==> config.mk <==
export PLATFORM = sky130hd
export DESIGN_NAME = adc_packet_builder
export DESIGN_NICKNAME = d
export VERILOG_FILES = /design/src/rtl/adc_packet_builder.sv
export SDC_FILE = /design/constraint.sdc
export NUM_CORES = 1
export LEC_CHECK = 0
export ABC_AREA = 1
export CORE_ASPECT_RATIO = 0.7
export CORE_MARGIN = 1
export CORE_UTILIZATION = 53
export DETAILED_ROUTE_END_ITERATION = 6
export PLACE_DENSITY = 0.82
export SYNTH_ARGS = -nofsm -noshare
export SYNTH_HDL_FRONTEND = slang
export SYNTH_SLANG_ARGS = --single-unit
==> constraint.sdc <==
create_clock -name clk210_p -period 16.6 [get_ports clk210_p]
set_clock_uncertainty 0.2 [all_clocks]
set_input_delay 3.32 -clock clk210_p [delete_from_list [all_inputs] [get_ports clk210_p]]
set_output_delay 3.32 -clock clk210_p [all_outputs]
set_load 0.05 [all_outputs]
==> src/rtl/adc_packet_builder.sv <==
// adc_packet_builder
//   Packs ADC samples into 80-bit packets and queues them in a small FIFO
//   that a memory-mapped reader drains one packet per request.
//
//   Build option ADC_PACKET_TIMESTAMP_EN:
//     undefined : 5 samples per packet, slots 0-4 fill bits [79:0].
//     defined   : 4 samples per packet in bits [63:0]; bits [79:64] hold a
//                 free-running 16-bit cycle count captured at slot 0.
//
//   Parameters
//     FIFO_DEPTH : packet FIFO entries, power of two, 2..8
//     TS_W       : timestamp width, fixed at 16
//
//   Ports
//     clk210_p        in   sole clock, rising edge
//     reset_p         in   synchronous active-high reset
//     sample_data_p   in   16-bit ADC sample
//     sample_valid_p  in   one-cycle sample strobe
//     packet_rd_req_p in   one-cycle read request
//     overflow_clr_p  in   clears sticky overflow
//     data_packet_p   out  packet returned by the last successful read
//     packet_rd_ack_p out  one-cycle acknowledge, cycle after the request
//     packet_er_p     out  one-cycle error, read of an empty FIFO
//     packet_avail_p  out  FIFO not empty
//     overflow_p      out  sticky, set when a completed packet is dropped
module adc_packet_builder #(
   parameter int FIFO_DEPTH = 2,
   parameter int TS_W       = 16
) (
   input  logic        clk210_p,
   input  logic        reset_p,
   input  logic [15:0] sample_data_p,
   input  logic        sample_valid_p,
   input  logic        packet_rd_req_p,
   input  logic        overflow_clr_p,
   output logic [79:0] data_packet_p,
   output logic        packet_rd_ack_p,
   output logic        packet_er_p,
   output logic        packet_avail_p,
   output logic        overflow_p
);

`ifdef ADC_PACKET_TIMESTAMP_EN
   localparam int NSLOT = 4;
`else
   localparam int NSLOT = 5;
`endif
   localparam int AW    = NSLOT * 16;
   localparam int PKT_W = 4 * 16 + TS_W;
   localparam int PW    = $clog2(FIFO_DEPTH);
   localparam int CW    = PW + 1;

   logic [2:0]       idx_q;
   logic [AW-1:0]    asm_q;
   logic [AW-1:0]    asm_next;
   logic [PKT_W-1:0] pkt;
   logic [PKT_W-1:0] mem [FIFO_DEPTH];
   logic [PW-1:0]    wr_ptr_q;
   logic [PW-1:0]    rd_ptr_q;
   logic [CW-1:0]    count_q;

   logic last_slot;
   logic commit;
   logic fifo_empty;
   logic fifo_full;
   logic do_rd;
   logic do_wr;
   logic drop;

   // The sample arriving in the last slot is merged combinationally so the
   // packet commits in the same cycle and the next sample starts slot 0.
   always_comb begin
      asm_next = asm_q;
      for (int k = 0; k < NSLOT; k++) begin
         if (idx_q == 3'(k)) asm_next[k*16 +: 16] = sample_data_p;
      end
   end

`ifdef ADC_PACKET_TIMESTAMP_EN
   logic [TS_W-1:0] ts_q;
   logic [TS_W-1:0] ts_cap_q;

   always_ff @(posedge clk210_p) begin
      if (reset_p) begin
         ts_q     <= '0;
         ts_cap_q <= '0;
      end else begin
         ts_q <= ts_q + TS_W'(1);
         if (sample_valid_p && idx_q == 3'd0) ts_cap_q <= ts_q;
      end
   end

   // Slot 0 is never the last slot here, so the captured stamp is stable at commit.
   assign pkt = {ts_cap_q, asm_next};
`else
   assign pkt = asm_next;
`endif

   assign last_slot  = (idx_q == 3'(NSLOT - 1));
   assign commit     = sample_valid_p && last_slot && !reset_p;
   assign fifo_empty = (count_q == '0);
   assign fifo_full  = (count_q == CW'(FIFO_DEPTH));
   assign do_rd      = packet_rd_req_p && !fifo_empty && !reset_p;
   // A read in the same cycle frees a slot for a commit into a full FIFO.
   assign do_wr      = commit && (!fifo_full || do_rd);
   assign drop       = commit && fifo_full && !do_rd;

   assign packet_avail_p = !fifo_empty;

   // Storage is deliberately not reset; stale entries are unreachable
   // because count and pointers are.
   always_ff @(posedge clk210_p) begin
      if (do_wr) mem[wr_ptr_q] <= pkt;
   end

   always_ff @(posedge clk210_p) begin
      if (reset_p) begin
         idx_q           <= '0;
         asm_q           <= '0;
         wr_ptr_q        <= '0;
         rd_ptr_q        <= '0;
         count_q         <= '0;
         data_packet_p   <= '0;
         packet_rd_ack_p <= 1'b0;
         packet_er_p     <= 1'b0;
         overflow_p      <= 1'b0;
      end else begin
         packet_rd_ack_p <= do_rd;
         packet_er_p     <= packet_rd_req_p && fifo_empty;
         if (sample_valid_p) begin
            asm_q <= asm_next;
            idx_q <= last_slot ? 3'd0 : idx_q + 3'd1;
         end
         if (do_rd) begin
            data_packet_p <= mem[rd_ptr_q];
            rd_ptr_q      <= rd_ptr_q + PW'(1);
         end
         if (do_wr) wr_ptr_q <= wr_ptr_q + PW'(1);
         count_q <= count_q + CW'(do_wr) - CW'(do_rd);
         if (drop)                overflow_p <= 1'b1;
         else if (overflow_clr_p) overflow_p <= 1'b0;
      end
   end

endmodule

==> run metrics <==
global routing's busiest layer=met2; routed wire length=28.64 mm; Fillers=1954; Die H=134.4 µm; register bit total from synthesis=330; status=completed; post-cts resize count=0; full die area=0.02570 mm²; met2 global-route usage=0.3627; fin area=0.01536 mm²; most frequent cells in the layout=nand2_1, nor2_1, dfxtp_1, edfxtp_1, o21ai_0; CP Launch Type=input pin; Synth Warn #=0; TNS Setup=0 ns; Hold Buf Count CTS=0; nets=1556; CORE AREA=0.02462 mm²; commonest non-fill, non-tap cell in the layout=nand2_1; Top FF cell, synth=dfxtp_1; overall routing resource usage=0.2251; initial antenna violation count=0; Pleak=6.510 nW; setup violators final=0; Slew headroom=0.2271; Max FO, Critical Path=103; Syn Area/Cell=9.040 µm²; reg2reg path depth=7; root buffer selected by CTS=clkbuf_16; TritonCTS Sinks=330; sw frac=0.2326; IO buf count=104; Starting Density=0.5393; Vias/cell=5.229; Comb power frac=0.084; Seq pwr share=0.514; Layout area overhead=15.64%; H-tree depth=1; Worst-Margin Slew=1.159 ns; Hold Crit Class=flip-flop to flip-flop; CP Capture Type=flip-flop; fraction of layout cells with a size suffix above 1=0.05992; GRT overflow=0; post-DP HPWL=16.31 mm; critical path type=input pin to flip-flop; number of synthesized flops with an enable pin=160; Hold Vio Cnt, Final=0; Pins Over Slew Limit=0; Area after DPL=0.01434 mm²; Pwr per Cell Area=112.8 mW/mm²; DR pass1 iterations=6; synthesized cell area=0.01328 mm²; RSZ-0062 raised after global routing=false; post-synthesis sequential area ratio=0.6181; post-CTS setup buffers=0; Clk pin slew, worst setup/hold paths=0.06 ns; die width=191.2 µm; Mapped Cells=1469; first-pass GRT wire length=46.31 mm; switching power of the nets=0.4032 mW; GP Congestion=0.7605; Hold WS=0.2889 ns; Wirelength per Cell=15.26 µm; largest net degree at the start of global routing=104; crit path DAT=6.65 ns; Critical Path RT=16.84 ns; vias=9815; Synth Net Count=1497; ant diodes=0; Clock Path Buffers=3; IO Pins=105; drt drc=0; power share of the clock group=0.402; IR drop worst, VDD=0.09020 mV; global routing usage on met3=0.03192; max-cap viol count=0; ys async rst share=0; Worst Hold Path Cells=2; Final Critical Period=6.411 ns; Num CTS Buffers=30; clock latency on the worst-skew pair=0.55 ns; vias in the first global route=9162; GRT met1 Usage=0.3154; Final ANT Viol Nets=0; Power Total=1.733 mW; CTS tree=built; FP Rows=48; Period Utilization, post-route=0.3862; initial drt markers=929; fmax=0.1560 GHz; Distinct cells, synth=27; internal power=1.330 mW
[flip-flops by register name, indices dropped and copies added (netlist names)]
register	cells
packet_er_p	1
count_q	2
data_packet_p	80
mem	160
packet_rd_ack_p	1
wr_ptr_q	1
rd_ptr_q	1
overflow_p	1
idx_q	3
asm_q	80
[cell families (layout without fill, tap and decap cells)]
| group | Yosys count | count (layout) | share of synthesized area |
|---|---|---|---|
| adder cells (fa/ha/maj) | 7 | 7 | 0.006595 |
| AND/OR/NAND/NOR | 671 | 671 | 0.1940 |
| flip-flops | 330 | 330 | 0.6181 |
| buffers and inverters | 197 | 280 | 0.06623 |
| AO/OA/AOI/OAI | 263 | 263 | 0.1145 |
| XOR/XNOR | 1 | 1 | 0.0006596 |
[cell type report]
class                           count  area [µm²]  share of cell area
Clock inverter                      4       20.02            0.001304
Multi-Input combinational cell    942        4200              0.2735
Tap cell                          325       406.6             0.02648
Inverter                          109       409.1             0.02664
Sequential cell                   330        8209              0.5345
Clock buffer                       52       998.5             0.06502
Timing Repair Buffer              115        1114             0.07251
[cell usage after synthesis (8+ instances only)]
library cell    n  area [µm²]
a21oi_1        19       95.09
buf_2          46       230.2
buf_4          14       105.1
clkbuf_1       21       78.83
dfxtp_1       170        3403
edfxtp_1      160        4805
inv_1         102       382.9
nand2_1       381        1430
nand3_1        17       85.08
nor2_1        267        1002
o211ai_1       40       300.3
o211ai_2        8       100.1
o21ai_0       130       650.6
o21ai_1        55       275.3
o21ai_2         9       78.83
[critical path: stages]
cell and delay, ns:
buf_2 0.10, buf_4 0.35, inv_2 0.12, buf_4 0.76
nand2_2 0.23, nor2_4 0.14, buf_4 0.65, ha_1 0.36
inv_1 0.06, ha_1 0.14, xor2_1 0.19, nand2_1 0.07
nand2_1 0.06, nor2_1 0.05
[power by group through the flow]
stage | clock [mW] | combinational, mW | sequential [mW]
floorplan | 0 | 0.0881 | 0.925
global placement | 0 | 0.138 | 0.907
detailed placement | 0 | 0.144 | 0.908
CTS | 0.702 | 0.145 | 0.891
global route | 0.733 | 0.162 | 0.893
finish | 0.697 | 0.146 | 0.891
[worst paths after layout]
kind	startpoint	to	slack (ns)
setup / recovery	reset_p	count_q[1]$_SDFF_PP0_	10.19
hold / removal	asm_q[78]$_SDFFE_PP0P_	asm_q[78]$_SDFFE_PP0P_	0.29
setup reg to reg	idx_q[0]$_SDFFE_PP0P_	mem[0][54]$_DFFE_PP_	13.58
hold reg to reg	asm_q[78]$_SDFFE_PP0P_	asm_q[78]$_SDFFE_PP0P_	0.29
[routing by layer]
layer	vias up	wire, µm
met3	58	1928
met2	328	13200
met5	-	0
li1	4899	-
met4	0	765
met1	4530	12740
[stage by stage]
stage	util	std cells	setup WS (ns)
floorplan	-	1469	8.850
global placement	0.5823	1821	9.754
detailed placement	0.5823	1821	9.638
CTS	0.6237	1877	10.20
global route	0.6237	1877	9.906
finish	0.6237	1877	10.19
Note: power is estimated with default switching activity, not from simulation.
